===== src/rtl/spi_reg_pkg.sv =====
// Shared definitions for the SPI-to-register bridge: widths, command layout
// and FSM state encoding.
package spi_reg_pkg;

  localparam int DEFAULT_ADDR_WIDTH = 7;
  localparam int DEFAULT_DATA_WIDTH = 8;
  localparam int CMD_READ_BIT       = 7;

  typedef enum logic [2:0] {
    IDLE         = 3'd0,
    COMMAND      = 3'd1,
    WRITE        = 3'd2,
    READ_ISSUE   = 3'd3,
    READ_CAPTURE = 3'd4,
    READ_OFFER   = 3'd5
  } state_t;

endpackage


===== src/rtl/spi_reg_edge.sv =====
// Registered edge detector: compares the current level with its value from
// the previous clock to flag rising and falling transitions.
module spi_reg_edge (
  input  logic clock,
  input  logic not_reset,
  input  logic level,
  output logic rise,
  output logic fall
);

  logic level_reg;

  always_ff @(posedge clock or negedge not_reset) begin
    if (!not_reset) begin
      level_reg <= 1'b0;
    end else begin
      level_reg <= level;
    end
  end

  assign rise = level & ~level_reg;
  assign fall = ~level & level_reg;

endmodule


===== src/rtl/spi_reg_bridge.sv =====
// Turns chip-select framed SPI byte streams into register-bus reads/writes
// with address auto-increment; read data is prefetched and offered back.
module spi_reg_bridge
  import spi_reg_pkg::*;
#(
  // The command byte carries a 7-bit address, so only 7 is meaningful here.
  parameter int ADDR_WIDTH = DEFAULT_ADDR_WIDTH,
  parameter int DATA_WIDTH = DEFAULT_DATA_WIDTH
) (
  input  logic                  clock,
  input  logic                  not_reset,
  input  logic                  active,
  input  logic                  in_data_valid,
  input  logic [DATA_WIDTH-1:0] in_data,
  output logic                  out_data_valid,
  output logic [DATA_WIDTH-1:0] out_data,
  input  logic                  out_data_ready,
  output logic [ADDR_WIDTH-1:0] reg_address,
  output logic                  reg_write,
  output logic [DATA_WIDTH-1:0] reg_write_data,
  output logic                  reg_read,
  input  logic [DATA_WIDTH-1:0] reg_read_data,
  output logic                  busy
);

  state_t state_reg, state_next;

  logic active_rise, active_fall;
  logic cmd_accept, write_accept, offer_taken;

  logic                  out_data_valid_reg;
  logic [DATA_WIDTH-1:0] out_data_reg;
  logic [ADDR_WIDTH-1:0] reg_address_reg;
  logic                  reg_write_reg;
  logic [DATA_WIDTH-1:0] reg_write_data_reg;

  spi_reg_edge u_active_edge (
    .clock     (clock),
    .not_reset (not_reset),
    .level     (active),
    .rise      (active_rise),
    .fall      (active_fall)
  );

  // Chip-select edges override everything, so bytes coinciding with them are dropped.
  assign cmd_accept   = (state_reg == COMMAND) && in_data_valid && !active_fall && !active_rise;
  assign write_accept = (state_reg == WRITE) && in_data_valid && !active_fall && !active_rise;
  assign offer_taken  = (state_reg == READ_OFFER) && out_data_valid_reg && out_data_ready
                        && !active_fall && !active_rise;

  always_ff @(posedge clock or negedge not_reset) begin
    if (!not_reset) begin
      state_reg <= IDLE;
    end else begin
      state_reg <= state_next;
    end
  end

  always_comb begin
    state_next = state_reg;
    if (active_fall) begin
      state_next = IDLE;
    end else if (active_rise) begin
      state_next = COMMAND;
    end else begin
      case (state_reg)
        IDLE:         state_next = IDLE;
        COMMAND: begin
          if (cmd_accept) begin
            state_next = in_data[CMD_READ_BIT] ? READ_ISSUE : WRITE;
          end
        end
        WRITE:        state_next = WRITE;
        READ_ISSUE:   state_next = READ_CAPTURE;
        READ_CAPTURE: state_next = READ_OFFER;
        READ_OFFER: begin
          if (offer_taken) begin
            state_next = READ_ISSUE;
          end
        end
        default:      state_next = IDLE;
      endcase
    end
  end

  always_comb begin
    reg_read = (state_reg == READ_ISSUE);
    busy     = (state_reg != IDLE);
  end

  // Datapath: the address steps after each completed write or accepted read byte.
  always_ff @(posedge clock or negedge not_reset) begin
    if (!not_reset) begin
      out_data_valid_reg <= 1'b0;
      out_data_reg       <= '0;
      reg_address_reg    <= '0;
      reg_write_reg      <= 1'b0;
      reg_write_data_reg <= '0;
    end else begin
      reg_write_reg      <= write_accept;
      out_data_valid_reg <= (state_next == READ_OFFER);
      if (write_accept) begin
        reg_write_data_reg <= in_data;
      end
      if (state_reg == READ_CAPTURE) begin
        out_data_reg <= reg_read_data;
      end
      if (cmd_accept) begin
        reg_address_reg <= in_data[ADDR_WIDTH-1:0];
      end else if (reg_write_reg || offer_taken) begin
        reg_address_reg <= reg_address_reg + ADDR_WIDTH'(1);
      end
    end
  end

  assign out_data_valid = out_data_valid_reg;
  assign out_data       = out_data_reg;
  assign reg_address    = reg_address_reg;
  assign reg_write      = reg_write_reg;
  assign reg_write_data = reg_write_data_reg;

endmodule


===== config.mk =====
export PLATFORM = sky130hd
export DESIGN_NAME = spi_reg_bridge
export DESIGN_NICKNAME = d
export VERILOG_FILES = /design/src/rtl/spi_reg_pkg.sv /design/src/rtl/spi_reg_edge.sv /design/src/rtl/spi_reg_bridge.sv
export SDC_FILE = /design/constraint.sdc
export NUM_CORES = 1
export LEC_CHECK = 0
export CORE_MARGIN = 2
export CORE_UTILIZATION = 25
export DETAILED_ROUTE_END_ITERATION = 10
export PLACE_DENSITY = 0.48
export SYNTH_ARGS = -nofsm -noshare
export SYNTH_HDL_FRONTEND = slang
export SYNTH_HIERARCHICAL = 1
export SYNTH_SLANG_ARGS = --single-unit

===== constraint.sdc =====
create_clock -name clock -period 2.5 [get_ports clock]
set_clock_uncertainty 0.15 [all_clocks]
set_input_delay 0.375 -clock clock [delete_from_list [all_inputs] [get_ports clock]]
set_output_delay 0.375 -clock clock [all_outputs]
set_load 0.005 [all_outputs]

# Word level (Yosys, flattened, before mapping)
# Cells that the tools add are included.
[word_totals]
latch_bits = 0
ram_bits = 0
in_bits = 21
regBits = 29
memories = 0
elab_cells = 41
mem_bits_ro = 0
[op_classes]
bitwise = 4
addsub = 1
n_reduce_logical = 15
n_mul = 0
magnitude_cmp = 0
div_mod_pow = 0
eq_ne = 6
n_mux = 8
shifts = 0
[op_table]
columns = ["operator", "n"]
rows = [
  ["3-bit one-hot mux with 5 select lines", 1],
  ["7-bit 2-to-1 mux", 2],
  ["3-bit 2-to-1 mux", 4],
  ["1-bit logical AND", 10],
  ["3-bit equality test, second input constant", 3],
  ["7-bit by 1-bit adder with 7-bit output, second input constant", 1],
  ["3-bit by 2-bit equality test with 1-bit output, second input constant", 2],
  ["3-bit by 1-bit equality test with 1-bit output, second input constant", 1],
  ["3-bit nonzero test", 1],
  ["1-bit bitwise AND", 2],
  ["1-bit logical NOT", 2],
  ["1-bit inverter", 2],
  ["2-bit nonzero test", 1],
  ["1-bit logical OR", 1],
  ["1-bit 2-to-1 mux", 1],
]

# Logic depth before layout (Yosys ltp)
# Gate-level depths: netlist of the first run.
[depth]
ltp_word = 10
ltp_mapped = 7
depth_no_buf = 7

# Hierarchy
# The synthesis of the first run kept the hierarchy.
[modules_own_cells]
columns = ["mod", "area_each_um2", "seq_area_each_um2", "cells_each", "instances"]
rows = [
  ["spi_reg_bridge", 1316.3, 700.7, 121, 1],
  ["spi_reg_edge", 40.0, 25.0, 3, 1],
]

# Worst setup path before layout of the first run
# Ideal clock, no wire load.
[synth_timing]
path_type = "input to register"
startpoint = "input port active"
endpoint = "register reg_address_reg[5], in the netlist reg_address[5]"
setup_time_ns = 0.125
arrival_time_ns = 1.464
setup_slack_ns = 0.761
required_time_ns = 2.225
path_stages = 6
path_buffers = 0
cell_sequence = "nor2b_1 > nor2_8 > a31oi_4 > nor3b_2 > xor2_1 > mux2_4"
[synth_between]
elab_chain_len = 7
elab_cells_between_ends = 12
[synth_lines]
columns = ["element", "line_no", "text"]
rows = [
  ["from (decl)", "spi_reg_bridge.sv:12", "input logic active,"],
  ["1-bit inverter", "spi_reg_edge.sv:22", "assign fall = ~level & level_reg;"],
  ["1-bit bitwise AND", "spi_reg_edge.sv:22", ""],
  ["1-bit logical NOT", "spi_reg_bridge.sv:46, spi_reg_bridge.sv:49", ""],
  ["1-bit logical AND (2 in a row)", "spi_reg_bridge.sv:49", "&& !active_fall && !active_rise;"],
  ["1-bit logical OR", "spi_reg_bridge.sv:110", "end else if (reg_write_reg || offer_taken) begin"],
  ["2-bit nonzero test (no source line)", "--", ""],
  ["to (signal assigned)", "spi_reg_bridge.sv:109", "reg_address_reg <= in_data[ADDR_WIDTH-1:0];"],
  ["to (signal assigned)", "spi_reg_bridge.sv:111", "reg_address_reg <= reg_address_reg + ADDR_WIDTH'(1);"],
  ["to (decl)", "spi_reg_bridge.sv:33", "logic [ADDR_WIDTH-1:0] reg_address_reg;"],
]
# Parallel ways exist; a longest one is shown, timed or not.
# A chain may end at the register's enable or synchronous reset.

# Final worst setup path of the first run
[layout_timing]
startpoint = "register state_reg[2]"
endpoint = "output port busy"
[layout_between]
elab_chain_len = 1
[layout_lines]
columns = ["element", "line_no", "text"]
rows = [
  ["from (decl)", "spi_reg_bridge.sv:26", "state_t state_reg, state_next;"],
  ["from (signal assigned)", "spi_reg_bridge.sv:55", "state_reg <= state_next;"],
  ["3-bit nonzero test", "spi_reg_bridge.sv:88", "busy = (state_reg != IDLE);"],
  ["to (decl)", "spi_reg_bridge.sv:23", "output logic busy"],
]
# No other way between the ends.

==> summary.md, run 1 <==
| Metric | Value |
|---|---|
| Status | finished, final reports clean |
| Reg2reg path depth | 6 |
| Core area | 0.00517 mm2 |
| Via count | 1,090 |
| Post-route ant nets | 0 |
| Worst hold path class | input port to async pin |
| Placer Congestion | 0.751 |
| Worst Path Max Fanout | 6 |
| Nets | 203 |
| Layout fillers | 496 |
| Number of port buffers | 47 |
| Post-CTS Setup Bufs | 0 |
| YS warnings | 6 |
| Final-report max-slew violation count | 0 |
| Tot GR Track Use | 11.7% |
| Mapped Nets | 147 |
| Yosys cell types | 29 |
| Inserted Clock Buffers | 5 |
| Setup_tns | 0 ns |
| Clock tree sinks | 29 |
| Pin count of the biggest net entering global routing | 30 |
| Post-CTS Resized | 0 |
| VDD IR max | 0.221 mV |
| Tmin final | 2.03 ns |
| DR WL/cell | 12.9 um |
| CP Data Arrival Time | 1.51 ns |
| Sequential share of the synthesized area | 53.5% |
| First-pass GRT wire length | 5480 um |
| Post-synth top flop | dfrtp_1 |
| Number of global-route vias before repair | 1,138 |
| Synthesized flop and latch total | 29 |
| Area grow syn2layout | 51.0% |
| Async S/R FF share, synth | 100% |
| Post-synthesis cell area | 0.00136 mm2 |
| Fin cells | 251 |
| Via/cell ratio | 4.34 |
| Syn Inst Count | 124 |
| Routed WL | 3230 um |
| Register area | 726 um2 |
| Initial core utilization | 26.2% |
| Final Setup Violations | 0 |
| Hold Slack | 0.329 ns |
| H-tree depth | 2 |
| Number of diodes | 0 |
| Root Buffer | clkbuf_8 |
| Rows | 26 |
| Pleak | 0.899 nW |
| FMAX | 492 MHz |
| Placed inst area | 0.00193 mm2 |
| Die area | 0.00603 mm2 |
| Final routed DRC violation total | 0 |
| Register clock-pin slew on the reported worst setup and hold paths | 0.06 ns |
| Drt pass-1 iters | 4 |
| Clock Tree Buf Depth | 2 |
| Data required, critical path | 1.98 ns |
| Tightest Pin Transition | 0.411 ns |
| Die Span X | 77.7 um |
| Max-Cap Viols | 0 |
| CTS tree | built |
| Multi-input gate area | 611 um2 |
| Share of cells above drive strength 1 | 17.1% |
| Antenna violations before repair | 0 |
| Worst Setup Start Kind | flop |
| Post-detail-place hpwl | 2570 um |
| Final Cell Area | 0.00205 mm2 |
| Unrepaired setup endpoints after global routing | false |
| Final Hold Fails | 0 |
| Final worst path period share | 81.3% |
| Hold_buf cts | 0 |
| Total I/O pin count | 48 |
| Die Span Y | 77.7 um |
| Crit path kind | flop to output pin |
| Dpl cells | 243 |
| 1st-iter DRT viols | 24 |
| EDFF count, synth | 0 |
| Syn_area_per_cell | 10.9 um2 |
| Total Power | 1.38 mW |
| Relative slew slack | 72.6% |
| Crit end category | output pin |
| GRT overflow | 0 |
| Worst-Skew Late Latency | 0.28 ns |
| PwrDens | 674 mW/mm2 |
[synthesized netlist by cell type, types with 2 or more instances]
library cell	count	area share, %
nand4_1	4	1.8
nor2_1	11	3.0
mux2_2	8	6.6
ha_1	2	1.8
dfrtp_1	29	54
xnor2_1	2	1.3
nand2_1	30	8.3
nor3b_2	3	2.8
a21oi_1	10	3.7
xor2_1	4	2.6
inv_1	3	0.83
[per-stage QoR]
stage	utilization, %	setup slack [ns]
after CTS	39.6	0.464
after global placement	37.3	0.262
after global routing	39.6	0.350
after floorplan	-	0.761
final	39.6	0.468
after detailed placement	37.3	0.222
[area by class of cell]
class	count	share of cell area, %
timing repair buffer	50	24.1
inverter	4	0.733
multi-input combinational	90	29.8
clock buffer	7	4.22
sequential	29	35.4
tap	70	4.28
clock inverter	1	1.47
[placed cells by master (no fill, tap or decap), types with 2 or more instances in the layout]
cell / Yosys / routed
clkdlybuf4s50_1: 0 / 47
nand2_1: 30 / 30
dfrtp_1: 29 / 29
nor2_1: 11 / 11
a21oi_1: 10 / 10
mux2_2: 8 / 8
clkbuf_8: 0 / 6
xor2_1: 4 / 4
nand4_1: 4 / 4
inv_1: 3 / 3
nor3b_2: 3 / 3
buf_4: 0 / 3
xnor2_1: 2 / 2
ha_1: 2 / 2
[critical path: stages, from the launching register on]
cell and delay (ns):
dfrtp_1 0.45, nor2_1 0.23, nand2_1 0.09, clkdlybuf4s50_1 0.46
[worst paths after layout]
kind,from,end,slack (ns)
max,state_reg[2]$_DFF_PN0_,busy,0.47
min,not_reset,reg_address[4]$_DFFE_PN0P_,0.33
max reg2reg,u_active_edge/level_reg$_DFF_PN0_,reg_address[3]$_DFFE_PN0P_,0.75
min reg2reg,reg_write_data[7]$_DFFE_PN0P_,reg_write_data[7]$_DFFE_PN0P_,0.33
max in group asynchronous,not_reset,reg_write_data[4]$_DFFE_PN0P_,1.57
min in group clock,reg_write_data[7]$_DFFE_PN0P_,reg_write_data[7]$_DFFE_PN0P_,0.33
[layer usage]
layer  GRT usage, %  share of wire (%)  up-vias
met1           13.8                 43      507
met4           4.29                1.4        0
met3           4.30                8.2        6
met5              0                  0        -
li1               -                  -      534
met2           19.3                 47       43
[kinds of logic (layout without fill, tap and decap cells)]
group           Yosys count  after routing  share of synthesized area, %
simple gates             59             59                          24.2
flops                    29             29                          53.5
compound gates           14             14                          7.38
mux                       9              9                          7.75
xor+xnor                  6              6                          3.87
buf+inv                   5             62                          1.48
fa+ha+maj                 2              2                          1.84
[power breakdown]
part	total [mW]	switching [mW]	internal, mW
clock	0.497	0.172	0.324
sequential	0.593	0.0650	0.528
combinational	0.291	0.103	0.188
total	1.38	0.341	1.04
Note: power is estimated with default switching activity, not from simulation.
==> run 2: changes to the inputs <==
- clock period: 2.5 -> 2 ns (I/O delays scaled with it)
==> run 2 against run 1 <==
Power rose by 19%. Sequential cell count did not move. Design area rose by 2.8%. Critical endpoint is now reg_read. Largest power group unchanged.
==> summary.md, run 2 (synthesized netlist as in run 1, its figures left out) <==
| Metric | Value |
|---|---|
| Fin cells | 260 |
| Die Span Y | 77.7 um |
| Crit path kind | flop to output pin |
| Dpl ws | -0.129 ns |
| Initial core utilization | 26.2% |
| First-pass GRT wire length | 5900 um |
| Crit path max-delay family | buffers and inverters |
| 1st-iter DRT viols | 43 |
| Status | finished, final reports clean |
| Final Hold Fails | 0 |
| Final-report max-slew violation count | 0 |
| CP max stage delay | 0.50 ns |
| Slowest CP cell | clkdlybuf4s50_1 |
| Antenna violations before repair | 0 |
| Final Worst Setup Slack | 0.0814 ns |
| Worst-Skew Late Latency | 0.27 ns |
| VDD IR max | 0.321 mV |
| Max-Cap Viols | 0 |
| Worst hold path class | input port to async pin |
| Number of port buffers | 47 |
| Nets | 212 |
| Die Span X | 77.7 um |
| Setup_tns | 0 ns |
| Worst Path Max Fanout | 5 |
| Pleak | 0.935 nW |
| Total I/O pin count | 48 |
| Via count | 1,136 |
| Final Cell Area | 0.00211 mm2 |
| CP Data Arrival Time | 1.47 ns |
| Final Setup Violations | 0 |
| FF-to-FF End | out_data[2]$_DFFE_PN0P_ |
| Share of cells above drive strength 1 | 23.2% |
| Number of global-route vias before repair | 1,272 |
| Worst Setup Start Kind | flop |
| Final worst path period share | 95.9% |
| Inserted Clock Buffers | 5 |
| PwrDens | 777 mW/mm2 |
| Commonest non-fill, non-tap cell in the layout | clkdlybuf4s50_1 |
| Post-detail-place hpwl | 2590 um |
| Drt pass-1 iters | 4 |
| Reg2Reg Setup Slack | 0.33 ns |
| Reg2Reg Launch Point | state_reg[1]$_DFF_PN0_ |
| Tmin final | 1.92 ns |
| Rows | 26 |
| Unrepaired setup endpoints after global routing | false |
| Tightest Pin Transition | 0.426 ns |
| Placed inst area | 0.00199 mm2 |
| Clock tree sinks | 29 |
| Final routed DRC violation total | 0 |
| DR WL/cell | 12.8 um |
| Dpl cells | 251 |
| Pin count of the biggest net entering global routing | 30 |
| Clock Tree Buf Depth | 2 |
| CP Cell Sequence | nand3b_1 -> inv_1 -> clkdlybuf4s50_1 |
| Relative slew slack | 71.6% |
| H-tree depth | 2 |
| Data required, critical path | 1.55 ns |
| Post-route ant nets | 0 |
| Critical path buffers and inverters | 2 |
| Area grow syn2layout | 55.3% |
| Post-Route Utilization | 40.7% |
| Most frequent cells in the layout | 47 x clkdlybuf4s50_1, 30 x nand2_1, 27 x dfrtp_1 |
| Placer Congestion | 0.763 |
| FMAX | 521 MHz |
| GRT overflow | 0 |
| Core area | 0.00517 mm2 |
| CTS tree | built |
| Via/cell ratio | 4.37 |
| Die area | 0.00603 mm2 |
| Tot GR Track Use | 12.4% |
| Register clock-pin slew on the reported worst setup and hold paths | 0.06 ns |
| Crit end category | output pin |
| Routed WL | 3330 um |
| Number of diodes | 0 |
| Hold_buf cts | 0 |
| Root Buffer | clkbuf_8 |
| Reg2reg path depth | 4 |
## run 2: changes by cell type in the layout (fill, tap and decap cells not counted), sizes merged
cell    delta
bufinv     -1
buf        +9
clkinv     +1
## run 2: how the worst max path moves through the flow
| stage | endpoint | start | slack [ns] | depth (start not counted) |
|---|---|---|---|---|
| 2_1_floorplan | reg_address[5]$_DFFE_PN0P_ | u_active_edge/level_reg$_DFF_PN0_ | 0.30 | 6 |
| 3_3_place_gp | reg_address[6]$_DFFE_PN0P_ | active | -0.09 | 8 |
| 3_5_place_dp | reg_address[6]$_DFFE_PN0P_ | active | -0.13 | 8 |
| 4_1_cts | busy | state_reg[1]$_DFF_PN0_ | 0.05 | 3 |
| 5_1_grt | reg_read | state_reg[2]$_DFF_PN0_ | 0.006 | 3 |
| 6_report | reg_read | state_reg[2]$_DFF_PN0_ | 0.08 | 3 |
## run 2: metal layers
metal	up-vias	share of wire, %	GRT usage [%]
li1	552	-	-
met1	538	44	14.9
met2	43	48	20.9
met3	3	6.6	4.30
met4	0	0.48	3.21
met5	-	0	0
## run 2: per-stage QoR
stage,power (mW),hold slack (ns)
CTS,1.66,0.279
floorplan,0.874,-0.146
detailed placement,1.13,0.318
global placement,1.12,0.312
global route,1.74,0.307
finish,1.64,0.271
## run 2: layout make-up
| class | instances | area, um2 |
|---|---|---|
| fillers | 507 | 3070 |
| flip-flops and latches | 29 | 728 |
| multi-input cells | 90 | 613 |
| repair buffers | 59 | 561 |
| clock buffers | 7 | 96.3 |
| well taps | 70 | 87.6 |
| inverters | 4 | 15.0 |
| clock inverters | 1 | 5.00 |
## run 2: worst reg2reg max path: stages, from the launching register on
cell	delay, ns
dfrtp_2	0.47
inv_1	0.12
nand2_1	0.08
nor2_2	0.35
mux2_2	0.39
## run 2: where the power goes
part | internal (mW) | leakage (nW) | switching (mW)
Sequential | 0.660 | 0.376 | 0.0824
Clock | 0.310 | 0.0542 | 0.214
Combinational | 0.242 | 0.505 | 0.128
Total | 1.21 | 0.935 | 0.425
## run 2: timing repair
action	in CTS	in global routing
setup endpoints to repair	0	2
gates resized for setup	0	3
buffers inserted	0	1
==> run 3: changes to the inputs <==
- CORE_UTILIZATION: 25 -> 43
- PLACE_DENSITY: 0.48 -> 0.75
==> run 3 against run 2 <==
Non-clock buffer count decreased by 2. Via count unchanged. Global-route usage increased by 6.4 points. Fmax increased by 0.13%. Final cell count decreased by 11%. Combinational power about the same. Largest power group unchanged.
==> summary.md, run 3 (synthesized netlist as in run 1, its figures left out) <==
| Metric | Value |
|---|---|
| Nets | 210 |
| Placed inst area | 0.00194 mm2 |
| VDD IR max | 0.432 mV |
| Inserted Clock Buffers | 5 |
| Number of port buffers | 47 |
| Final Setup Violations | 0 |
| GRT overflow | 0 |
| Die Span Y | 60.2 um |
| Pleak | 0.920 nW |
| Die Span X | 60.2 um |
| Via/cell ratio | 4.90 |
| CP Data Arrival Time | 1.47 ns |
| Number of global-route vias before repair | 1,133 |
| Relative slew slack | 72.3% |
| Final worst path period share | 95.8% |
| Core area | 0.00303 mm2 |
| Pin count of the biggest net entering global routing | 30 |
| Share of cells above drive strength 1 | 21.3% |
| Register clock-pin slew on the reported worst setup and hold paths | 0.09 ns |
| Root Buffer | clkbuf_4 |
| Routed WL | 2940 um |
| Final-report max-slew violation count | 0 |
| Worst Path Max Fanout | 3 |
| Final Cell Area | 0.00204 mm2 |
| Worst Setup Start Kind | flop |
| Status | finished, final reports clean |
| Post-detail-place hpwl | 2290 um |
| CTS tree | built |
| Final Hold Fails | 0 |
| Number of diodes | 0 |
| Max-Cap Viols | 0 |
| Initial core utilization | 44.8% |
| Crit end category | output pin |
| Post-route ant nets | 0 |
| DR WL/cell | 12.7 um |
| Placer Congestion | 0.869 |
| Commonest non-fill, non-tap cell in the layout | clkdlybuf4s50_1 |
| First-pass GRT wire length | 4860 um |
| Crit path kind | flop to output pin |
| 1st-iter DRT viols | 44 |
| Worst-Skew Late Latency | 0.33 ns |
| Most frequent cells in the layout | 47 x clkdlybuf4s50_1, 30 x nand2_1, 28 x dfrtp_1 |
| Tmin final | 1.92 ns |
| Dpl cells | 223 |
| Antenna violations before repair | 0 |
| Data required, critical path | 1.55 ns |
| Final routed DRC violation total | 0 |
| Worst hold path class | input port to async pin |
| Tot GR Track Use | 18.8% |
| Rows | 20 |
| Clock tree sinks | 29 |
| Die area | 0.00362 mm2 |
| Area grow syn2layout | 50.5% |
| Clock Tree Buf Depth | 2 |
| Unrepaired setup endpoints after global routing | false |
| Total I/O pin count | 48 |
| Layout fillers | 251 |
| Total Power | 1.60 mW |
| FMAX | 522 MHz |
| Fin cells | 232 |
| Drt pass-1 iters | 4 |
| PwrDens | 785 mW/mm2 |
| H-tree depth | 2 |
| Via count | 1,136 |
| Tightest Pin Transition | 0.415 ns |
-- run 3: through the flow --
stage                     hold WS, ns  util (%)  setup TNS, ns  setup slack [ns]
after detailed placement        0.319      64.2         -0.853            -0.120
after CTS                       0.209      67.3              0            0.0274
final                           0.205      67.4              0            0.0839
after global routing            0.217      67.4              0           0.00794
after global placement          0.310      64.2         -0.405           -0.0936
after floorplan                -0.146         -              0             0.297
-- run 3: final cells by class --
cell class | instances | area, um2 | share of cell area (%)
tap | 44 | 55.1 | 2.70
inverter | 4 | 15.0 | 0.736
timing repair buffer | 57 | 546 | 26.7
clock inverter | 1 | 30.0 | 1.47
clock buffer | 7 | 55.1 | 2.70
sequential | 29 | 727 | 35.6
multi-input combinational | 90 | 613 | 30.0
-- run 3: path summary, 6_finish.rpt --
check / from / end / slack (ns) / depth (start not counted)
setup / recovery: state_reg[2]$_DFF_PN0_ / reg_read / 0.08 / 3
hold / removal: not_reset / reg_write_data[1]$_DFFE_PN0P_ / 0.20 / 2
setup reg to reg: state_reg[1]$_DFF_PN0_ / out_data[4]$_DFFE_PN0P_ / 0.32 / 4
hold reg to reg: reg_write_data[6]$_DFFE_PN0P_ / reg_write_data[6]$_DFFE_PN0P_ / 0.34 / 2
max in group asynchronous: not_reset / state_reg[1]$_DFF_PN0_ / 1.21 / 2
min in group clock: active / u_active_edge/level_reg$_DFF_PN0_ / 0.31 / 1
-- run 3: what timing repair did --
| action | CTS | global route |
|---|---|---|
| setup buffers | 1 | 0 |
| hold buffers | 0 | 0 |
| endpoints found under the setup margin | 2 | 1 |
| pin swaps | 0 | 0 |
| resized for setup | 1 | 1 |
| endpoints found under the hold margin | 0 | 0 |
-- run 3: worst max-delay path, cell delays in order (launching register included) --
cell	delay (ns)
dfrtp_1	0.40
nand3b_1	0.16
inv_1	0.08
clkdlybuf4s50_1	0.50
-- run 3: metal layers --
metal,GRT usage [%],vias up,part of all wire (%)
li1,-,546,-
met1,20.7,548,39
met2,32.5,38,53
met3,8.01,4,7.3
met4,5.71,0,0.99
met5,0,-,0
-- run 3: power by group --
| group | leakage, nW | internal, mW | switching [mW] |
|---|---|---|---|
| Clock | 0.0455 | 0.298 | 0.199 |
| Sequential | 0.377 | 0.658 | 0.0788 |
| Combinational | 0.497 | 0.240 | 0.126 |
